$ cat config.mk
export PLATFORM = sky130hd
export DESIGN_NAME = matmul_operand_loader
export DESIGN_NICKNAME = d
export VERILOG_FILES = /design/src/rtl/matmul_pkg.sv /design/src/rtl/matmul_operand_loader_ic_pulse_gen.sv /design/src/rtl/matmul_operand_loader.sv
export SDC_FILE = /design/constraint.sdc
export NUM_CORES = 1
export LEC_CHECK = 0
export ABC_AREA = 1
export BUFFER_PORTS_ARGS = -buffer_cell sky130_fd_sc_hd__buf_2
export CELL_PAD_IN_SITES_DETAIL_PLACEMENT = 0
export CELL_PAD_IN_SITES_GLOBAL_PLACEMENT = 1
export CORE_UTILIZATION = 41
export CTS_CLUSTER_DIAMETER = 200
export DETAILED_ROUTE_END_ITERATION = 16
export PLACE_DENSITY_LB_ADDON = 0.25
export SLEW_MARGIN = 20
export SYNTH_ARGS = -nofsm -noshare
export SYNTH_HDL_FRONTEND = slang
export SYNTH_HIERARCHICAL = 1
export SYNTH_SLANG_ARGS = --single-unit
$ cat constraint.sdc
create_clock -name clk -period 1.5 [get_ports clk]
set_input_delay 0.45 -clock clk [delete_from_list [all_inputs] [get_ports clk]]
set_output_delay 0.45 -clock clk [all_outputs]
set_load 0.03 [all_outputs]
$ cat src/rtl/matmul_pkg.sv
// Shared constants and state types for the matrix multiplier complex.
// Used by the operand loader, the multiplier and the readout block.
package matmul_pkg;

  localparam int DATA_W    = 4;
  localparam int N_ELEM    = 18;
  localparam int N_COMPUTE = 9;
  localparam int RES_W     = 10;
  localparam int CNT_W     = 5;

  typedef enum logic [3:0] {
    ST_IDLE,
    ST_LOAD_WAIT,
    ST_SETUP,
    ST_LD_HI,
    ST_LD_LO,
    ST_CMP_HI,
    ST_CMP_LO,
    ST_WAIT_DONE,
    ST_DONE
  } ld_state_e;

  typedef enum logic [1:0] {
    PG_IDLE,
    PG_HI,
    PG_LO
  } pg_phase_e;

endpackage

$ cat src/rtl/matmul_operand_loader_ic_pulse_gen.sv
// Strobe shaper: go starts a PULSE_W-high / GAP_W-low ic pulse.
// Ports: clk, rst (sync, high), go in; ic (flop), hi_end, fin out.
module ic_pulse_gen
  import matmul_pkg::*;
#(
  parameter int PULSE_W = 1,
  parameter int GAP_W   = 1
) (
  input  logic clk,
  input  logic rst,
  input  logic go,
  output logic ic,
  output logic hi_end,
  output logic fin
);

  localparam int MAXW = (PULSE_W > GAP_W) ? PULSE_W : GAP_W;
  localparam int CW   = $clog2(MAXW + 1);

  pg_phase_e       phase_q, phase_d;
  logic [CW-1:0]   cnt_q, cnt_d;
  logic            ic_q, ic_d;

  always_comb begin
    phase_d = phase_q;
    cnt_d   = cnt_q;
    hi_end  = (phase_q == PG_HI) && (cnt_q == '0);
    fin     = (phase_q == PG_LO) && (cnt_q == '0);
    unique case (phase_q)
      PG_IDLE: begin
        if (go) begin
          phase_d = PG_HI;
          cnt_d   = CW'(PULSE_W - 1);
        end
      end
      PG_HI: begin
        if (cnt_q == '0) begin
          phase_d = PG_LO;
          cnt_d   = CW'(GAP_W - 1);
        end else begin
          cnt_d = cnt_q - CW'(1);
        end
      end
      PG_LO: begin
        // go on the last gap cycle chains the next pulse back-to-back
        if (cnt_q == '0) begin
          if (go) begin
            phase_d = PG_HI;
            cnt_d   = CW'(PULSE_W - 1);
          end else begin
            phase_d = PG_IDLE;
          end
        end else begin
          cnt_d = cnt_q - CW'(1);
        end
      end
      default: phase_d = PG_IDLE;
    endcase
    // ic is a registered copy of the high phase: glitch-free by construction
    ic_d = (phase_q == PG_HI);
  end

  always_ff @(posedge clk) begin
    if (rst) begin
      phase_q <= PG_IDLE;
      cnt_q   <= '0;
      ic_q    <= 1'b0;
    end else begin
      phase_q <= phase_d;
      cnt_q   <= cnt_d;
      ic_q    <= ic_d;
    end
  end

  assign ic = ic_q;

endmodule

$ cat src/rtl/matmul_operand_loader.sv
// Streams 18 operands onto the multiplier i/ic port, then 9 compute
// strobes, then waits for mm_done. Ports: start/in_* in, i/ic/en/... out.
module matmul_operand_loader
  import matmul_pkg::*;
#(
  parameter int PULSE_W      = 1,
  parameter int GAP_W        = 1,
  parameter int DONE_TIMEOUT = 64
) (
  input  logic              clk,
  input  logic              mr,
  input  logic              start,
  input  logic [DATA_W-1:0] in_data,
  input  logic              in_valid,
  output logic              in_ready,
  input  logic              mm_done,
  output logic [DATA_W-1:0] i,
  output logic              ic,
  output logic              en,
  output logic              mm_clr,
  output logic              busy,
  output logic              seq_done,
  output logic              err
);

  localparam int TMO_W = $clog2(DONE_TIMEOUT + 1);

  ld_state_e          state_q, state_d;
  logic [CNT_W-1:0]   elem_cnt_q, elem_cnt_d;
  logic [CNT_W-1:0]   cmp_cnt_q, cmp_cnt_d;
  logic [TMO_W-1:0]   tmo_cnt_q, tmo_cnt_d;
  logic [DATA_W-1:0]  i_q, i_d;
  logic               in_ready_q, in_ready_d;
  logic               en_q, en_d;
  logic               mm_clr_q, mm_clr_d;
  logic               busy_q, busy_d;
  logic               seq_done_q, seq_done_d;
  logic               err_q, err_d;
  logic               go;
  logic               hi_end;
  logic               fin;
  logic               hs;

  ic_pulse_gen #(
    .PULSE_W (PULSE_W),
    .GAP_W   (GAP_W)
  ) u_pg (
    .clk    (clk),
    .rst    (mr),
    .go     (go),
    .ic     (ic),
    .hi_end (hi_end),
    .fin    (fin)
  );

  assign hs = in_valid & in_ready_q;

  always_comb begin
    state_d    = state_q;
    elem_cnt_d = elem_cnt_q;
    cmp_cnt_d  = cmp_cnt_q;
    tmo_cnt_d  = tmo_cnt_q;
    i_d        = i_q;
    en_d       = en_q;
    mm_clr_d   = 1'b0;
    busy_d     = busy_q;
    seq_done_d = seq_done_q;
    err_d      = err_q;
    go         = 1'b0;
    unique case (state_q)
      ST_IDLE, ST_DONE: begin
        if (start) begin
          state_d    = ST_LOAD_WAIT;
          mm_clr_d   = 1'b1;
          en_d       = 1'b1;
          busy_d     = 1'b1;
          seq_done_d = 1'b0;
          err_d      = 1'b0;
          elem_cnt_d = '0;
          cmp_cnt_d  = '0;
          tmo_cnt_d  = '0;
        end
      end
      ST_LOAD_WAIT: begin
        if (hs) begin
          i_d     = in_data;
          state_d = ST_SETUP;
        end
      end
      ST_SETUP: begin
        go      = 1'b1;
        state_d = ST_LD_HI;
      end
      ST_LD_HI: begin
        if (hi_end) state_d = ST_LD_LO;
      end
      ST_LD_LO: begin
        if (fin) begin
          elem_cnt_d = elem_cnt_q + CNT_W'(1);
          if (elem_cnt_q == CNT_W'(N_ELEM - 1)) begin
            state_d = ST_CMP_HI;
            go      = 1'b1;
          end else begin
            state_d = ST_LOAD_WAIT;
          end
        end
      end
      ST_CMP_HI: begin
        if (hi_end) state_d = ST_CMP_LO;
      end
      ST_CMP_LO: begin
        if (fin) begin
          cmp_cnt_d = cmp_cnt_q + CNT_W'(1);
          if (cmp_cnt_q == CNT_W'(N_COMPUTE - 1)) begin
            state_d   = ST_WAIT_DONE;
            tmo_cnt_d = '0;
          end else begin
            state_d = ST_CMP_HI;
            go      = 1'b1;
          end
        end
      end
      ST_WAIT_DONE: begin
        if (mm_done) begin
          state_d    = ST_DONE;
          busy_d     = 1'b0;
          seq_done_d = 1'b1;
          err_d      = 1'b0;
        end else if (tmo_cnt_q == TMO_W'(DONE_TIMEOUT - 1)) begin
          state_d    = ST_DONE;
          busy_d     = 1'b0;
          seq_done_d = 1'b1;
          err_d      = 1'b1;
        end else begin
          tmo_cnt_d = tmo_cnt_q + TMO_W'(1);
        end
      end
      default: state_d = ST_IDLE;
    endcase
    in_ready_d = (state_d == ST_LOAD_WAIT);
  end

  always_ff @(posedge clk) begin
    if (mr) begin
      state_q    <= ST_IDLE;
      elem_cnt_q <= '0;
      cmp_cnt_q  <= '0;
      tmo_cnt_q  <= '0;
      i_q        <= '0;
      in_ready_q <= 1'b0;
      en_q       <= 1'b0;
      mm_clr_q   <= 1'b0;
      busy_q     <= 1'b0;
      seq_done_q <= 1'b0;
      err_q      <= 1'b0;
    end else begin
      state_q    <= state_d;
      elem_cnt_q <= elem_cnt_d;
      cmp_cnt_q  <= cmp_cnt_d;
      tmo_cnt_q  <= tmo_cnt_d;
      i_q        <= i_d;
      in_ready_q <= in_ready_d;
      en_q       <= en_d;
      mm_clr_q   <= mm_clr_d;
      busy_q     <= busy_d;
      seq_done_q <= seq_done_d;
      err_q      <= err_d;
    end
  end

  assign i        = i_q;
  assign in_ready = in_ready_q;
  assign en       = en_q;
  assign mm_clr   = mm_clr_q;
  assign busy     = busy_q;
  assign seq_done = seq_done_q;
  assign err      = err_q;

endmodule
==> metrics.md, run 1 <==
| Metric | Value |
|---|---|
| Clock Skews | 0.005039 ns |
| Switching power | 0.6380 mW |
| Root Buffer | clkbuf_8 |
| Clock Latency Late Sink | 0.28 ns |
| Synth Area in XOR/XNOR | 2.925% |
| Global-route usage over all layers | 20.59% |
| Crit path to | tmo_cnt_q[1] |
| Remaining global-route overflow | 0 |
| Mapped Area | 0.001797 mm^2 |
| Sw Ratio | 30.11% |
| Worst hold path class | in2reg |
| Max Clk Rate | 0.6884 GHz |
| Initial Utilization | 43.66% |
| TritonCTS buffer count | 5 |
| Row cnt | 23 |
| Initial DRC Count | 75 |
| Crit-path max FO | 7 |
| DRC | 0 |
| Synth area leaders | dfxtp_1 (38%), nand2_1 (12%), nand3_1 (8.6%), nor2_1 (8.1%), a21oi_1 (5.6%) |
| Crit Path Category | reg2reg |
| Slew @ Worst Pin | 0.3017 ns |
| Rel. slew slack | 79.81% |
| Register area share after synthesis | 37.88% |
| CTS tree | yes |
| Max clock buf depth | 2 |
| Clock transition at the registers of the reported paths | 0.07 ns |
| Clock sink total | 34 |
| Worst hold margin | 0.4362 ns |
| Hold Vio Cnt, Final | 0 |
| CP startpoint kind | flip-flop |
| Vias in the first global route | 1612 |
| Post-synth EDFFs | 0 |
| Internal power | 1.481 mW |
| Synth Warn # | 6 |
| Run status | completed |
| # setup viols final | 0 |
| Part of the power in combinational logic | 21.0% |
| # Max-Cap Violations | 0 |
| Slew Viols, Final | 0 |
| Wire per inst | 12.14 um |
| Seq pwr share | 46.3% |
| Yosys top cell by area | dfxtp_1 |
| Final Core Density | 58.38% |
| Synth Instances | 262 |
| Largest net degree at the start of global routing | 25 |
| Post-DP HPWL | 3.065 mm |
| Crit path capture type | flip-flop |
| Die width | 68.20 um |
| Max VDD drop | 0.5798 mV |
| Core area | 0.004115 mm^2 |
| CTS Hold Bufs | 0 |
| Antenna-violating nets left | 0 |
| Flop-to-flop setup slack | 0.05 ns |
| RR Endpoint | tmo_cnt_q[1] |
| Final Cycle Share | 96.84% |
| CP required | 1.67 ns |
| Total Die Area | 0.004651 mm^2 |
| Synth Area in Adders | 3.482% |
| FF-to-FF Start | state_q[1] |
| Nets | 325 |
| Main flop type after synthesis | dfxtp_1 |
| Mux contribution to synthesized area | 0% |
| Port bufs | 19 |
| Fraction of layout instances using a drive strength above 1 | 34.94% |
| Die Span Y | 68.20 um |
| TritonRoute pass-1 iters | 4 |
| Compound-Gate Fraction of Synth Area | 9.749% |
| Register bit total from synthesis | 34 |
| H-tree levels | 2 |
| Final wirelength | 4.395 mm |
| Via count | 1786 |
| Post-synthesis area per instance | 6.858 um^2 |
| IO Pins | 20 |
| Yosys cell types | 28 |
| Antenna cells | 0 |
| Post-Synth Simple-Gate Area | 39.69% |
| Vias/cell | 4.934 |
| Leak pwr | 1.047 nW |
| Cells on worst reg2reg path | 9 |
| Post-route minimum period | 1.453 ns |
| Crit. Startpoint | state_q[1] |
| PwrDens | 882.0 mW/mm^2 |
| Clock power frac | 32.8% |
| Syn_nets | 276 |
| Critical Path AT | 1.62 ns |
| Async set-reset flop share out of synthesis | 0% |
| RSZ-0062 raised after global routing | true |
| Post-synth top area share | 37.88% |
| Main combinational cell family by area after synthesis | simple AND/OR/NAND/NOR gates |
| Area Overhead vs Synth | 33.70% |
| First-pass GRT wire length | 7.051 mm |
| RePlAce Congestion | 0.8201 |
| Initial antenna violation count | 0 |
==> metrics by stage <==
stage | cells | setup slack [ns] | instance area (um^2) | power, mW | TNS, ns
after floorplan | 262 | 0.1436 | 1797 | 1.249 | 0
after global placement | 343 | 0.005602 | 2052 | 1.376 | 0
after detailed placement | 343 | -0.04180 | 2052 | 1.379 | -0.09407
after CTS | 351 | 0.005536 | 2160 | 2.084 | 0
after global routing | 362 | -0.08817 | 2402 | 2.232 | -0.5468
final | 362 | 0.04738 | 2402 | 2.119 | 0
==> worst max-delay path, stage by stage (launching register included) <==
cell and delay, ns:
dfxtp_4 0.40, inv_1 0.05, nor2_1 0.24, nand3_2 0.18
nand2_1 0.15, nor2_2 0.06, nand3_4 0.09, nand2_1 0.06
nand2_1 0.06, nor2_1 0.04
==> timing repair <==
item / CTS / global route
buffers inserted: 0 / 11
setup endpoints to repair: 7 / 21
gates resized for setup: 4 / 50
pin swaps: 1 / 13
==> kinds of logic after synthesis <==
logic type | Yosys count
flops | 34
compound gates | 33
xor+xnor | 6
fa+ha+maj | 5
simple gates | 154
buf+inv | 30
==> worst min path at each step <==
stage                              from             to  slack, ns  cells after the start
after floorplan           elem_cnt_q[0]  elem_cnt_q[0]       0.46                      1
after global placement               en             en       0.44                      2
after detailed placement             en             en       0.45                      2
after CTS                    in_data[0]           i[0]       0.43                      3
after global routing         in_data[1]           i[1]       0.44                      3
final                        in_data[0]           i[0]       0.44                      3
==> cell usage after synthesis, types with 2 or more instances <==
cell type and count:
xor2_1 5, nand3_2 2, nand3_1 31, inv_1 25
a21oi_1 20, nor3_1 2, nand2_1 59, nand2_4 2
clkinv_1 2, nor2_4 3, clkbuf_1 2, nor2_2 4
nor2_1 39, and3_1 2, nand3b_1 2, dfxtp_1 34
ha_1 5, nand2_2 6, o21ai_0 8
==> power by group through the flow <==
stage / clock (mW) / sequential [mW] / combinational [mW]
after global routing: 0.745 / 0.986 / 0.501
after global placement: 0 / 0.991 / 0.385
after detailed placement: 0 / 0.993 / 0.386
final: 0.694 / 0.980 / 0.444
after floorplan: 0 / 1.03 / 0.220
after CTS: 0.716 / 0.974 / 0.395
==> state kept, by name (all words and copies together) (netlist names) <==
| register | cells |
|---|---|
| elem_cnt_q | 5 |
| i | 4 |
| in_ready | 1 |
| u_pg/phase_q | 2 |
| state_q | 4 |
| err | 1 |
| mm_clr | 1 |
| busy | 1 |
| seq_done | 1 |
| tmo_cnt_q | 7 |
| en | 1 |
| cmp_cnt_q | 5 |
| u_pg/ic | 1 |
==> cell usage in the layout, fill, tap and decap left out, types with 9 or more instances in the layout <==
cell     instances
a21oi_1         19
buf_2           19
buf_4           25
dfxtp_1         26
inv_1           20
nand2_1         51
nand2_2         12
nand3_1         22
nand3_2          9
nor2_1          33
==> area by class of cell <==
| class | instances | area (um^2) |
|---|---|---|
| Clock buffer | 7 | 86.33 |
| Clock inverter | 1 | 5.005 |
| Fill cell | 416 | 1713 |
| Inverter | 28 | 105.1 |
| Multi-Input combinational cell | 198 | 1162 |
| Sequential cell | 34 | 698.2 |
| Tap cell | 50 | 62.56 |
| Timing Repair Buffer | 44 | 282.8 |
==> per-layer routing <==
| layer | part of all wire (%) | vias to the layer above | routed length, um | GRT usage, % |
|---|---|---|---|---|
| met3 | 3.1 | 7 | 136 | 4.667 |
| met1 | 45 | 810 | 1997 | 25.25 |
| li1 | - | 939 | - | - |
| met4 | 1.4 | 0 | 63 | 8.333 |
| met2 | 50 | 30 | 2196 | 34.44 |
| met5 | 0 | - | 0 | 0 |
No activity file was read; power rests on OpenSTA's default activity.
==> run 2: changes to the inputs <==
--- a/config.mk
+++ b/config.mk
@@ -12,6 +12,7 @@
 export CORE_UTILIZATION = 41
 export CTS_CLUSTER_DIAMETER = 200
 export DETAILED_ROUTE_END_ITERATION = 16
+export MAX_ROUTING_LAYER = met4
 export PLACE_DENSITY_LB_ADDON = 0.25
 export SLEW_MARGIN = 20
 export SYNTH_ARGS = -nofsm -noshare
==> run 2 against run 1 <==
Core utilization shrank 0.21 points. Count of clock-buffer cells in the layout unchanged. Critical path type unchanged. Critical path depth up 2.
==> metrics.md, run 2 (synthesis gave the netlist of run 1 again) <==
| Metric | Value |
|---|---|
| Final wirelength | 4.394 mm (was 4.395 mm) |
| Initial antenna violation count | 0 (unchanged) |
| Clock Skews | 0.006068 ns (was 0.005039 ns) |
| Hold path depth | 3 (unchanged) |
| Worst path slowest cell | dfxtp_2 (was dfxtp_4) |
| Max incr delay on CP | 0.33 ns (was 0.40 ns) |
| Antenna-violating nets left | 0 (unchanged) |
| Run status | completed (unchanged) |
| Commonest non-fill, non-tap cells in the layout | nand2_1 (51), nor2_1 (33), dfxtp_1 (27) (was nand2_1 (51), nor2_1 (33), dfxtp_1 (26)) |
| CP required | 1.67 ns (about the same) |
| Cells on worst reg2reg path | 11 (was 9) |
| # setup viols final | 0 (unchanged) |
| Vias in the first global route | 1609 (was 1612) |
| RR Endpoint | tmo_cnt_q[6] (was tmo_cnt_q[1]) |
| Largest net degree at the start of global routing | 25 (unchanged) |
| Max Clk Rate | 0.6871 GHz (was 0.6884 GHz) |
| Initial Utilization | 43.66% (unchanged) |
| RePlAce Congestion | 0.8323 (was 0.8201) |
| Area Overhead vs Synth | 33.22% (was 33.70%) |
| Critical Path AT | 1.63 ns (was 1.62 ns) |
| H-tree levels | 2 (unchanged) |
| TritonRoute pass-1 iters | 4 (unchanged) |
| First-pass GRT wire length | 7.072 mm (was 7.051 mm) |
| # Max-Cap Violations | 0 (unchanged) |
| Max VDD drop | 0.5812 mV (was 0.5798 mV) |
| Global-route usage over all layers | 21.22% (was 20.59%) |
| Leak pwr | 1.043 nW (was 1.047 nW) |
| Final Power | 2.122 mW (was 2.119 mW) |
| Fraction of layout instances using a drive strength above 1 | 34.41% (was 34.94%) |
| Vias/cell | 4.898 (was 4.934) |
| Die width | 68.20 um (unchanged) |
| Most flops, register | tmo_cnt_q (unchanged) |
| Root Buffer | clkbuf_8 (unchanged) |
| Wire per inst | 12.17 um (was 12.14 um) |
| FF-to-FF Start | cmp_cnt_q[0] (was state_q[1]) |
| Clock transition at the registers of the reported paths | 0.07 ns (about the same) |
| Cell Chain, Critical Path | inv_2, ha_4, nand2_2, inv_2, nand2_2, nand2_2, nand3_2, nor2_4, nand3_2, nand2_1, nor2_1 (was inv_1, nor2_1, nand3_2, nand2_1, nor2_2, nand3_4, nand2_1, nand2_1, nor2_1) |
| Initial DRC Count | 63 (was 75) |
| Row cnt | 23 (unchanged) |
| Flop-to-flop setup slack | 0.04 ns (was 0.05 ns) |
| Die Span Y | 68.20 um (unchanged) |
| TritonCTS buffer count | 5 (unchanged) |
| Layout fillers | 416 (unchanged) |
| CTS tree | yes (unchanged) |
| Slew Viols, Final | 0 (unchanged) |
| Clock sink total | 34 (unchanged) |
| Total Die Area | 0.004651 mm^2 (unchanged) |
| Clock Latency Late Sink | 0.28 ns (about the same) |
| Largest regs | tmo_cnt_q: 7 flops, cmp_cnt_q: 5 flops, elem_cnt_q: 5 flops (unchanged) |
| Multi-input logic area | 0.001162 mm^2 (unchanged) |
| Post-DP HPWL | 3.065 mm (unchanged) |
| Port bufs | 19 (unchanged) |
| Max clock buf depth | 2 (unchanged) |
| Worst hold path class | in2reg (unchanged) |
| DRC | 0 (unchanged) |
| Commonest non-fill, non-tap cell in the layout | nand2_1 (unchanged) |
| Crit path capture type | flip-flop (unchanged) |
| Post-route minimum period | 1.455 ns (was 1.453 ns) |
| Crit-path max FO | 8 (was 7) |
| Hold Path End | i[0] (unchanged) |
| Hold Vio Cnt, Final | 0 (unchanged) |
| Sequential cell area | 696.9 um^2 (was 698.2 um^2) |
| CP startpoint kind | flip-flop (unchanged) |
| Rel. slew slack | 80.37% (was 79.81%) |
| PwrDens | 886.6 mW/mm^2 (was 882.0 mW/mm^2) |
| Top cell by count, worst path | nand2_2 (was nand2_1) |
| Crit Path Category | reg2reg (unchanged) |
| Remaining global-route overflow | 0 (unchanged) |
| Nets | 324 (was 325) |
| Largest register FFs | 7 (unchanged) |
| Antenna cells | 0 (unchanged) |
| Core area | 0.004115 mm^2 (unchanged) |
| Slew @ Worst Pin | 0.2922 ns (was 0.3017 ns) |
| Final Cycle Share | 97.02% (was 96.84%) |
| Hold path start | in_data[0] (unchanged) |
| IO Pins | 20 (unchanged) |
| Worst hold margin | 0.4365 ns (was 0.4362 ns) |
| RSZ-0062 raised after global routing | true (unchanged) |
| Via count | 1768 (was 1786) |
[run 2: routing by layer]
metal / up-vias / GRT usage (%) / part of all wire [%]
met3: 7 / 4.667 / 2.8
met5: - / - / 0
met4: 0 / 8.333 / 1.4
li1: 936 / - / -
met1: 797 / 25.45 / 46
met2: 28 / 34.31 / 50
[run 2: area by class of cell]
class                           instances  share of cell area (%)
Multi-Input combinational cell        198                   48.56
Clock inverter                          1                  0.2091
Sequential cell                        34                   29.12
Inverter                               28                   4.391
Tap cell                               50                   2.614
Clock buffer                            7                   3.607
Timing Repair Buffer                   43                   11.50
[run 2: worst max-delay path, delay by kind of cell, from the launching register on]
family,cells,cell delay [ns]
DFF,1,0.33
buffers and inverters,2,0.13
and+or+nand+nor,8,0.75
adders and majority gates,1,0.14
[run 2: what timing repair did]
action	CTS	global route
buffers inserted	0	10
pin swaps	1	13
resized for setup	4	49
hold buffers	0	0
endpoints found under the setup margin	7	21
[run 2: through the flow]
step	cell area [um^2]	setup slack, ns	TNS (ns)	std cells	utilization [%]
finish	2394	0.04468	0	361	58.16
global placement	2052	0.005602	0	343	49.86
CTS	2160	0.005536	0	351	52.48
floorplan	1797	0.1436	0	262	-
detailed placement	2052	-0.04180	-0.09407	343	49.86
global route	2394	-0.05529	-0.2976	361	58.16
[run 2: worst max path at each step]
stage                 startpoint            end  slack, ns
floorplan           tmo_cnt_q[0]   tmo_cnt_q[2]       0.14
global placement    tmo_cnt_q[1]       in_ready      0.006
detailed placement  tmo_cnt_q[1]       in_ready      -0.04
CTS                   state_q[1]  elem_cnt_q[2]      0.006
global route          state_q[1]   tmo_cnt_q[1]      -0.06
finish              cmp_cnt_q[0]   tmo_cnt_q[6]       0.04
[run 2: power by group]
| part | total (mW) | leakage, nW | switching [mW] | internal, mW |
|---|---|---|---|---|
| clock | 0.696 | 0.0482 | 0.326 | 0.370 |
| sequential | 0.980 | 0.280 | 0.0341 | 0.946 |
| combinational | 0.446 | 0.715 | 0.281 | 0.165 |
==> run 3: changes to the inputs <==
--- a/config.mk
+++ b/config.mk
@@ -14,6 +14,7 @@
 export DETAILED_ROUTE_END_ITERATION = 16
 export MAX_ROUTING_LAYER = met4
 export PLACE_DENSITY_LB_ADDON = 0.25
+export REMOVE_ABC_BUFFERS = 1
 export SLEW_MARGIN = 20
 export SYNTH_ARGS = -nofsm -noshare
 export SYNTH_HDL_FRONTEND = slang
==> run 3 against run 2 <==
Worst hold slack got worse by 0.0063 ns. Sequential power about the same. Global-route usage decreased by 0.93 points. Combinational power decreased by 5.2%. Non-clock buffer count decreased by 7. Clock skew increased by 0.0011 ns. Maximum frequency increased by 2.9%. Critical path depth decreased by 1. Clock power decreased by 3.7%. Critical path type unchanged.
==> metrics.md, run 3 (synthesis gave the netlist of run 1 again) <==
| Metric | Value |
|---|---|
| Run status | completed (unchanged) |
| Hold Path End | i[3] (was i[0]) |
| Dpl cells | 341 (was 343) |
| Crit-path leading delay family | simple AND/OR/NAND/NOR gates (unchanged) |
| Root Buffer | clkbuf_8 (unchanged) |
| Slew @ Worst Pin | 0.2790 ns (was 0.2922 ns) |
| Vias in the first global route | 1529 (was 1609) |
| Max incr delay on CP | 0.33 ns (about the same) |
| Max VDD drop | 0.6270 mV (was 0.5812 mV) |
| Fraction of layout instances using a drive strength above 1 | 31.13% (was 34.41%) |
| FF-to-FF Start | cmp_cnt_q[0] (unchanged) |
| Worst path slowest cell | dfxtp_2 (unchanged) |
| Row cnt | 23 (unchanged) |
| TritonRoute pass-1 iters | 4 (unchanged) |
| Cells on worst reg2reg path | 10 (was 11) |
| Antenna cells | 0 (unchanged) |
| Remaining global-route overflow | 0 (unchanged) |
| Via count | 1712 (was 1768) |
| Largest regs | tmo_cnt_q: 7 flops, cmp_cnt_q: 5 flops, elem_cnt_q: 5 flops (unchanged) |
| Total Die Area | 0.004651 mm^2 (unchanged) |
| CTS tree | yes (unchanged) |
| Most flops, register | tmo_cnt_q (unchanged) |
| Max Clk Rate | 0.7071 GHz (was 0.6871 GHz) |
| Flop-to-flop setup slack | 0.09 ns (was 0.04 ns) |
| Placed Area | 0.002037 mm^2 (was 0.002052 mm^2) |
| IO Pins | 20 (unchanged) |
| Hold path depth | 3 (unchanged) |
| Global-route usage over all layers | 20.29% (was 21.22%) |
| Worst hold path class | in2reg (unchanged) |
| Leak pwr | 0.9880 nW (was 1.043 nW) |
| Setup WS post-layout | 0.08583 ns (was 0.04468 ns) |
| Hold path start | in_data[3] (was in_data[0]) |
| Commonest non-fill, non-tap cell in the layout | nand2_1 (unchanged) |
| Rel. slew slack | 81.33% (was 80.37%) |
| Slew Viols, Final | 0 (unchanged) |
| H-tree levels | 2 (unchanged) |
| CP startpoint kind | flip-flop (unchanged) |
| Pre-CTS setup slack | -0.03179 ns (was -0.04180 ns) |
| Wire per inst | 11.91 um (was 12.17 um) |
| Clock transition at the registers of the reported paths | 0.07 ns (about the same) |
| Buf/Inv on CP | 2 (unchanged) |
| Crit Path Category | reg2reg (unchanged) |
| Top cell by count, worst path | nand2_2 (unchanged) |
| Post-Layout Inst Area | 0.002287 mm^2 (was 0.002394 mm^2) |
| Area Overhead vs Synth | 27.30% (was 33.22%) |
| Crit-path max FO | 8 (unchanged) |
| Nets | 317 (was 324) |
| Initial Utilization | 43.66% (unchanged) |
| Final wirelength | 4.194 mm (was 4.394 mm) |
| Clock sink total | 34 (unchanged) |
| Post-DP HPWL | 2.976 mm (was 3.065 mm) |
| First-pass GRT wire length | 6.720 mm (was 7.072 mm) |
| Die Span Y | 68.20 um (unchanged) |
| Commonest non-fill, non-tap cells in the layout | nand2_1 (55), nor2_1 (31), dfxtp_1 (27) (was nand2_1 (51), nor2_1 (33), dfxtp_1 (27)) |
| Initial antenna violation count | 0 (unchanged) |
| CP required | 1.72 ns (was 1.67 ns) |
| Critical Path AT | 1.64 ns (was 1.63 ns) |
| Cell Chain, Critical Path | inv_2, ha_4, nand2_1, inv_1, nand2_2, nand2_2, nand3_2, nor2_4, nand3_1, a21oi_1 (was inv_2, ha_4, nand2_2, inv_2, nand2_2, nand2_2, nand3_2, nor2_4, nand3_2, nand2_1, nor2_1) |
| Hold Vio Cnt, Final | 0 (unchanged) |
| Port bufs | 19 (unchanged) |
| Final setup TNS | 0 ns (unchanged) |
| Antenna-violating nets left | 0 (unchanged) |
| Clock Skews | 0.007167 ns (was 0.006068 ns) |
| RR Endpoint | tmo_cnt_q[3] (was tmo_cnt_q[6]) |
| Die width | 68.20 um (unchanged) |
| TritonCTS buffer count | 5 (unchanged) |
| Vias/cell | 4.864 (was 4.898) |
| Largest net degree at the start of global routing | 18 (was 25) |
| Clock Latency Late Sink | 0.29 ns (was 0.28 ns) |
| Crit path capture type | flip-flop (unchanged) |
| RePlAce Congestion | 0.8590 (was 0.8323) |
| # Max-Cap Violations | 0 (unchanged) |
| Initial DRC Count | 86 (was 63) |
| Final Cycle Share | 94.28% (was 97.02%) |
| Post-route insts no fill | 352 (was 361) |
| Core area | 0.004115 mm^2 (unchanged) |
| Largest register FFs | 7 (unchanged) |
| Max clock buf depth | 2 (unchanged) |
| Post-route minimum period | 1.414 ns (was 1.455 ns) |
| PwrDens | 906.2 mW/mm^2 (was 886.6 mW/mm^2) |
| DRC | 0 (unchanged) |
| # setup viols final | 0 (unchanged) |
| RSZ-0062 raised after global routing | true (unchanged) |
## run 3: changes by cell type in the layout (fill, tap and decap cells not counted), sizes merged
cell    change
clkinv      -1
buf         -7
clkbuf      -1
## run 3: metrics by stage
stage / hold slack, ns / util, % / power, mW
after floorplan: 0.4578 / - / 1.243
after global placement: 0.4407 / 49.50 / 1.367
after detailed placement: 0.4462 / 49.50 / 1.366
after CTS: 0.4270 / 51.57 / 2.046
after global routing: 0.4325 / 55.58 / 2.193
final: 0.4301 / 55.58 / 2.073
## run 3: repair_timing
item,in CTS,in global routing
setup endpoints to repair,3,21
hold buffers,0,0
pin swaps,0,14
buffers inserted,0,5
gates resized for setup,1,39
## run 3: area by class of cell
class	instances	area, um^2
Inverter	28	105.1
Multi-Input combinational cell	198	1125
Tap cell	50	62.56
Fill cell	414	1828
Clock buffer	6	82.58
Timing Repair Buffer	36	222.7
Sequential cell	34	689.4
## run 3: power breakdown
group,total [mW],switching [mW],internal (mW)
Combinational,0.423,0.273,0.150
Sequential,0.980,0.0316,0.948
Clock,0.670,0.317,0.354
## run 3: tightest hold or removal path, stage by stage
cell and delay (ns):
buf_2 0.09, nand3_1 0.07, a21oi_1 0.06
## run 3: worst max-delay path by stage
stage | cells after the start | endpoint | slack (ns) | start
after detailed placement | 7 | err | -0.03 | tmo_cnt_q[1]
after global routing | 11 | tmo_cnt_q[6] | -0.07 | cmp_cnt_q[0]
after CTS | 9 | tmo_cnt_q[1] | 0.03 | u_pg/phase_q[1]
final | 10 | tmo_cnt_q[3] | 0.09 | cmp_cnt_q[0]
after global placement | 7 | err | -0.09 | tmo_cnt_q[1]
after floorplan | 10 | tmo_cnt_q[1] | 0.16 | tmo_cnt_q[0]
## run 3: per-layer routing
metal / share of wire [%] / up-vias / track usage (%)
met3: 3.6 / 6 / 5.667
met4: 1.5 / 0 / 8.333
li1: - / 922 / -
met1: 50 / 757 / 25.73
met2: 45 / 27 / 30.02
met5: 0 / - / -
